===== config.mk =====
export PLATFORM = sky130hd
export DESIGN_NAME = mmss_counter
export DESIGN_NICKNAME = d
export VERILOG_FILES = /design/src/rtl/mmss_counter.sv
export SDC_FILE = /design/constraint.sdc
export NUM_CORES = 1
export LEC_CHECK = 0
export ABC_CLOCK_PERIOD_IN_PS = 3300
export CAP_MARGIN = 20
export CELL_PAD_IN_SITES_DETAIL_PLACEMENT = 1
export CELL_PAD_IN_SITES_GLOBAL_PLACEMENT = 2
export CORE_MARGIN = 3
export CORE_UTILIZATION = 40
export DETAILED_ROUTE_END_ITERATION = 8
export DONT_BUFFER_PORTS = 1
export PLACE_DENSITY = 0.76
export SETUP_SLACK_MARGIN = 0.4
export SLEW_MARGIN = 20
export SYNTH_ARGS = -nofsm -noshare
export SYNTH_HDL_FRONTEND = slang
export SYNTH_SLANG_ARGS = --single-unit

===== constraint.sdc =====
create_clock -name clk -period 3.3 [get_ports clk]
set_input_delay 0.33 -clock clk [delete_from_list [all_inputs] [get_ports clk]]
set_output_delay 0.33 -clock clk [all_outputs]
set_load 0.005 [all_outputs]

===== src/rtl/mmss_counter.sv =====
// mmss_counter: MM:SS BCD up/down counter with 1 Hz/2 Hz/500 Hz timebase and per-digit adjust
module mmss_counter #(
    parameter int CLK_FREQ = 100000000,
    parameter int MIN1_MAX = 5,
    parameter int MIN0_MAX = 9,
    parameter int SEC1_MAX = 5,
    parameter int SEC0_MAX = 9
) (
    input  logic       clk,
    input  logic       rst,
    input  logic       run,
    input  logic       down,
    input  logic       adj,
    input  logic [1:0] sel,
    input  logic       inc,
    input  logic       dec,
    output logic [3:0] sec0,
    output logic [3:0] sec1,
    output logic [3:0] min0,
    output logic [3:0] min1,
    output logic       tick_1hz,
    output logic       tick_2hz,
    output logic       tick_500hz,
    output logic       wrap
);
    localparam int W = $clog2(CLK_FREQ);
    localparam logic [W-1:0] P1_LAST = W'(CLK_FREQ - 1);
    localparam logic [W-1:0] P2_LAST = W'(CLK_FREQ / 2 - 1);
    localparam logic [W-1:0] P5_LAST = W'(CLK_FREQ / 500 - 1);
    localparam logic [3:0][3:0] MAXV = {4'(MIN1_MAX), 4'(MIN0_MAX), 4'(SEC1_MAX), 4'(SEC0_MAX)};
    logic [W-1:0] cnt_1, cnt_2, cnt_5;
    logic [3:0][3:0] d, d_nx;
    logic [4:0] cy;
    logic [3:0] stp;
    logic en, up;
    assign en = run && !adj;
    assign tick_1hz = cnt_1 == P1_LAST;
    assign tick_2hz = cnt_2 == P2_LAST;
    assign tick_500hz = cnt_5 == P5_LAST;
    assign {min1, min0, sec1, sec0} = d;
    always_ff @(posedge clk or posedge rst) begin
        if (rst) begin
            cnt_1 <= '0;
            cnt_2 <= '0;
            cnt_5 <= '0;
        end else begin
            if (en) begin
                cnt_1 <= tick_1hz ? '0 : cnt_1 + 1'b1;
                cnt_2 <= tick_2hz ? '0 : cnt_2 + 1'b1;
            end
            cnt_5 <= tick_500hz ? '0 : cnt_5 + 1'b1;
        end
    end
    // cy[k] requests a count-mode step of digit k; adjust mode only uses stp, so the chain stays idle
    always_comb begin
        d_nx = d;
        cy = '0;
        stp = '0;
        up = !down;
        if (adj) begin
            stp[sel] = inc ^ dec;
            up = inc;
        end else begin
            cy[0] = tick_1hz && run;
        end
        for (int k = 0; k < 4; k++) begin
            cy[k+1] = cy[k] && (up ? d[k] == MAXV[k] : d[k] == 4'd0);
            if (cy[k] || stp[k])
                d_nx[k] = up ? (d[k] == MAXV[k] ? 4'd0 : d[k] + 4'd1)
                             : (d[k] == 4'd0 ? MAXV[k] : d[k] - 4'd1);
        end
    end
    always_ff @(posedge clk or posedge rst) begin
        if (rst) begin
            d <= '0;
            wrap <= 1'b0;
        end else begin
            d <= d_nx;
            wrap <= cy[4];
        end
    end
endmodule


==> results of run 1 <==
[routing by layer]
layer	vias to the layer above	wire length (µm)	GRT usage
met5	-	0	0
met4	0	144	0.0446
met3	12	540	0.0491
met2	50	6040	0.298
met1	2071	5810	0.247
li1	1986	-	-
[state kept, by name, indices dropped and copies added (netlist names)]
| signal | flops |
|---|---|
| sec0 | 4 |
| min0 | 4 |
| wrap | 1 |
| min1 | 4 |
| cnt_2 | 27 |
| cnt_1 | 27 |
| sec1 | 4 |
| cnt_5 | 27 |
[report_power, final]
| group | switching, mW | internal [mW] |
|---|---|---|
| registers | 0.310 | 1.33 |
| clock network | 0.476 | 0.532 |
| logic | 0.263 | 0.239 |
[cells in the final DEF, fill, tap and decap left out, types with 5 or more instances in the layout]
master / n
a21o_1: 5
dfrtp_1: 98
and3_1: 11
buf_4: 8
nor3b_1: 5
a21oi_1: 11
o21ai_0: 29
and4_1: 5
nor4b_1: 7
xor2_1: 36
nand3_1: 40
nand4_1: 26
clkbuf_16: 9
nor4_1: 10
xnor2_1: 42
nor3_1: 20
nand2_1: 51
inv_1: 12
nor2_1: 67
[cell families (layout without fill, tap and decap cells)]
kind of cell | Yosys count | count (layout) | synth area share
AO/OA/AOI/OAI | 78 | 78 | 0.102
AND/OR/NAND/NOR | 269 | 269 | 0.263
multiplexers | 1 | 1 | 0.00191
buffers and inverters | 36 | 37 | 0.0291
XOR/XNOR | 78 | 78 | 0.130
adder cells (fa/ha/maj) | 3 | 3 | 0.00716
flip-flops | 98 | 98 | 0.467
[worst paths after layout]
| kind | from | end | slack, ps | depth (start not counted) |
|---|---|---|---|---|
| hold reg to reg | cnt_5[4] | cnt_5[4] | 470 | 1 |
| min in group clk | adj | cnt_2[1] | 380 | 4 |
| setup / recovery | sec1[1] | min0[3] | 700 | 6 |
| max in group asynchronous | rst | cnt_1[23] | 2480 | 2 |
| setup reg to reg | sec1[1] | min0[3] | 700 | 6 |
| hold / removal | rst | cnt_5[3] | 40 | 1 |
[cell type report]
class | count | area (µm²) | share of cell area
multi-input cells | 429 | 2640 | 0.463
repair buffers | 8 | 60.1 | 0.0105
well taps | 172 | 215 | 0.0378
clock inverters | 6 | 40.0 | 0.00703
inverters | 13 | 51.3 | 0.00900
clock buffers | 10 | 239 | 0.0419
flip-flops and latches | 98 | 2450 | 0.430
[worst max-delay path: stages, from the launching register on]
cell and delay, ps:
dfrtp_1 490, or4_4 580, or3_4 360, a2111oi_4 450
nor2_2 150, o21a_1 210, a211o_1 250
[through the flow]
| stage | hold slack, ps | util | instances | total power [mW] |
|---|---|---|---|---|
| floorplan | 437 | - | 563 | 2.02 |
| global placement | 450 | 0.426 | 720 | 2.14 |
| detailed placement | 451 | 0.426 | 720 | 2.17 |
| CTS | 74.9 | 0.448 | 736 | 3.19 |
| global route | 105 | 0.448 | 736 | 3.36 |
| finish | 45.0 | 0.448 | 736 | 3.15 |
==> metrics.md, run 1 <==
| Metric | Value |
|---|---|
| Outcome | complete, no violations |
| Critical Path RT | 3540 ps |
| Synthesized area per cell | 9.32 µm² |
| Final #Nets | 571 |
| CTS tree | yes |
| Max-cap violations | 0 |
| Post-DP HPWL | 8.67 mm |
| Number of enable flip-flop cells after synthesis | 0 |
| Final setup viols | 0 |
| Yosys top cell by area | dfrtp_1 |
| Initial Util | 0.412 |
| Worst skew pair latency | 350 ps |
| Kind of critical path | flop to flop |
| Slew Limit Headroom | 0.405 |
| Final WS setup | 696 ps |
| Number of synthesized register bits | 98 |
| Number of global-route vias before repair | 4228 |
| Startpoint Class | flop |
| Top-count cell post-synth | dfrtp_1 |
| DRC violations left | 0 |
| Routed wire per std cell | 17.0 µm |
| First-pass GRT wire length | 21.8 mm |
| Seq/Total Area, Yosys | 0.467 |
| Synth top cells by count | dfrtp_1 (98), nor2_1 (67), nand2_1 (51) |
| Fin area | 5700 µm² |
| Via count | 4119 |
| Grt total ovfl | 0 |
| TNS Setup | 0 ps |
| Die Area | 14500 µm² |
| CTS resizes | 0 |
| Synth top area share | 0.467 |
| Placed cell area | 5420 µm² |
| Clock-pin slew on the worst setup and hold paths | 70 ps |
| Core area | 12700 µm² |
| # IOs | 29 |
| RSZ-0062 raised after global routing | false |
| VDD IR max | 0.296 mV |
| Final Wtd Congestion | 0.804 |
| Syn nets | 575 |
| Site Rows | 41 |
| Clk buf depth | 2 |
| Drt first pass iters | 4 |
| Crit. End Element | flop |
| GRT Resource Usage Total | 0.184 |
| Setup bufs post-CTS | 0 |
| Worst-Margin Slew | 884 ps |
| Fill cell count | 1516 |
| Post-layout min period | 2600 ps |
| CTS Hold Bufs | 0 |
| Fin. Hold Viols | 0 |
| Worst slack, placed | 699 ps |
| Clock Sink Count | 98 |
| Pin count of the biggest net entering global routing | 68 |
| Drt via density | 5.60 |
| Period utilization | 0.789 |
| # diodes | 0 |
| HP Class | primary input to async pin |
| Die width | 121 µm |
| Unique masters post-synth | 60 |
| Post-DRT Antenna Nets | 0 |
| Crit path DAT | 2840 ps |
| Starting DRT DRC Count | 253 |
| Clk_skew | 6.92 ps |
| Post-synth ARST share | 1.00 |
| TritonCTS Buffers | 9 |
| Total Routed Length | 12.5 mm |
| Initial antenna violation count | 0 |
| Die Ht | 121 µm |
| Proportion of layout cells with a drive suffix above 1 | 0.0638 |
| Synth top area cells | dfrtp_1 (47%), xnor2_1 (7.0%), xor2_1 (6.0%) |
| Max FO, Critical Path | 8 |
| Synthesized cell area | 5250 µm² |
| Synthesis Warnings | 0 |
| Root buffer cell | clkbuf_16 |
| IO buf count | 0 |
| Total power divided by cell area | 552 nW/µm² |
| FMAX | 384 MHz |
| P&R area growth vs syn | 8.63% |
| Dominant synthesized flop cell | dfrtp_1 |
| Fin. max-slew vios | 0 |
| H-tree levels | 3 |
| Gate Count Post-Synth | 563 |
| Leak | 2.44 nW |
Power figures use the tool's default switching activity.
==> run 2, diff against run 1 <==
ABC_CLOCK_PERIOD_IN_PS = 2600   (was 3300)
clock period = 2.6 ns   (was 3.3 ns; I/O delays follow)
==> metrics.md, run 2 (synthesized netlist as in run 1, its figures left out) <==
| Metric | Value |
|---|---|
| Placed cell area | 5570 µm² (was 5420 µm²) |
| Die Ht | 121 µm (unchanged) |
| Worst-Margin Slew | 773 ps (was 884 ps) |
| Worst Path Buf+Inv | 1 (was 0) |
| Fin. max-slew vios | 0 (unchanged) |
| RSZ-0062 raised after global routing | true (was false) |
| Pin count of the biggest net entering global routing | 72 (was 68) |
| DRC violations left | 0 (unchanged) |
| Max-cap violations | 0 (unchanged) |
| Clk_skew | 10.2 ps (was 6.92 ps) |
| Total power divided by cell area | 701 nW/µm² (was 552 nW/µm²) |
| Clock Sink Count | 98 (unchanged) |
| First-pass GRT wire length | 22.3 mm (was 21.8 mm) |
| Reg-to-reg setup timing slack | 290 ps (was 700 ps) |
| Clk buf depth | 2 (unchanged) |
| Crit. End Element | flop (unchanged) |
| Reg-to-Reg Start | sec1[1] (unchanged) |
| FMAX | 433 MHz (was 384 MHz) |
| Site Rows | 41 (unchanged) |
| Crit path cell chain | or4_4 -> or3_4 -> a2111oi_4 -> buf_4 -> nor2_4 -> o21a_1 -> a211o_1 (was or4_4 -> or3_4 -> a2111oi_4 -> nor2_2 -> o21a_1 -> a211o_1) |
| Die Area | 14500 µm² (unchanged) |
| Clock-pin slew on the worst setup and hold paths | 70 ps (about the same) |
| Crit path launch | sec1[1] (unchanged) |
| Root buffer cell | clkbuf_16 (unchanged) |
| P&R area growth vs syn | 18.1% (was 8.63%) |
| Final Wtd Congestion | 0.802 (was 0.804) |
| Drt via density | 5.50 (was 5.60) |
| Hold path startpoint | sel[0] |
| HP Class | primary input to flop (was primary input to async pin) |
| Period utilization | 0.889 (was 0.789) |
| Final setup viols | 0 (unchanged) |
| Outcome | complete, no violations (unchanged) |
| Most frequent cells in the layout | dfrtp_1 (95), nor2_1 (66), nand2_1 (50), xnor2_1 (42), buf_4 (41) (was dfrtp_1 (98), nor2_1 (67), nand2_1 (51), xnor2_1 (42), nand3_1 (40)) |
| Number of global-route vias before repair | 4409 (was 4228) |
| Worst path slowest cell | or4_4 (unchanged) |
| Grt total ovfl | 0 (unchanged) |
| Worst skew pair latency | 350 ps (about the same) |
| Kind of critical path | flop to flop (unchanged) |
| Leak | 2.70 nW (was 2.44 nW) |
| Post-DP HPWL | 9.07 mm (was 8.67 mm) |
| Post-layout min period | 2310 ps (was 2600 ps) |
| Largest regs | cnt_1 (27), cnt_2 (27), cnt_5 (27) (unchanged) |
| VDD IR max | 0.296 mV (about the same) |
| Starting DRT DRC Count | 243 (was 253) |
| Final #Nets | 608 (was 571) |
| IO buf count | 0 (unchanged) |
| Via count | 4254 (was 4119) |
| Post-DRT Antenna Nets | 0 (unchanged) |
| Crit path DAT | 2550 ps (was 2840 ps) |
| Slew Limit Headroom | 0.483 (was 0.405) |
| # diodes | 0 (unchanged) |
| CTS tree | yes (unchanged) |
| Drt first pass iters | 4 (unchanged) |
| Proportion of layout cells with a drive suffix above 1 | 0.158 (was 0.0638) |
| Die width | 121 µm (unchanged) |
| Critical Path RT | 2840 ps (was 3540 ps) |
| H-tree levels | 3 (unchanged) |
| # IOs | 29 (unchanged) |
| Total Routed Length | 13.2 mm (was 12.5 mm) |
| Fin. Hold Viols | 0 (unchanged) |
| Fin area | 6200 µm² (was 5700 µm²) |
| Worst path top cell family by delay | simple AND/OR/NAND/NOR gates (unchanged) |
| Startpoint Class | flop (unchanged) |
| Max FO, Critical Path | 5 (was 8) |
| Initial Util | 0.412 (unchanged) |
| GRT Resource Usage Total | 0.189 (was 0.184) |
| Core area | 12700 µm² (unchanged) |
| Final Power | 4.34 mW (was 3.15 mW) |
| Initial antenna violation count | 0 (unchanged) |
| TritonCTS Buffers | 9 (unchanged) |
| Crit path largest cell delay | 540 ps (was 580 ps) |
| Routed wire per std cell | 17.1 µm (was 17.0 µm) |
| Most common cell after layout, fill and taps aside | dfrtp_1 (unchanged) |
| TNS Setup | 0 ps (unchanged) |
## run 2: cell count changes in the layout (fill, tap and decap cells not counted), moves of 3 or more
| cell | delta |
|---|---|
| nor4b_1 | -3 |
| dfrtp_1 | -3 |
| buf_4 | +33 |
| nor3_2 | +3 |
| o21ai_1 | +5 |
| nor3_1 | -4 |
| o21ai_0 | -5 |
| dfrtp_2 | +3 |
## run 2: per-stage QoR
step / setup slack (ps) / util / cells / hold WS, ps
detailed placement: 186 / 0.438 / 737 / 256
floorplan: 307 / - / 563 / 437
CTS: 275 / 0.477 / 764 / 179
global route: 200 / 0.487 / 773 / 189
finish: 289 / 0.487 / 773 / 185
global placement: 277 / 0.438 / 737 / 248
## run 2: area by class of cell
class,count,area (µm²)
well taps,172,215
clock inverters,6,87.6
clock buffers,10,239
flip-flops and latches,98,2460
multi-input cells,429,2790
fillers,1465,6520
inverters,13,52.6
repair buffers,45,360
## run 2: timing repair
item,in CTS,in global routing
setup buffers,10,9
hold buffers,1,0
pin swaps,8,8
gates resized for setup,22,16
endpoints found under the hold margin,27,0
endpoints found under the setup margin,16,20
## run 2: metal layers
layer  track usage  vias to the layer above  share of wire  wire [µm]
li1              -                     2066              -          -
met4        0.0545                        0          0.014        180
met2         0.309                       55           0.48       6360
met5             0                        -              0          0
met1         0.250                     2121           0.47       6150
met3        0.0463                       12          0.039        514
## run 2: final timing paths
| path | depth (start not counted) | to |
|---|---|---|
| worst max-delay path | 7 | min0[3] |
| max in group asynchronous | 3 | sec1[0] |
| worst min-delay path | 2 | sec1[0] |
| worst min register to register | 1 | cnt_2[26] |
| min in group asynchronous | 2 | cnt_5[3] |
| worst max register to register | 7 | min0[3] |
## run 2: power breakdown
group	internal (mW)	switching, mW	leakage [nW]
registers	1.69	0.281	1.29
logic	0.389	0.498	1.25
clock network	0.874	0.612	0.163
total	2.95	1.39	2.70
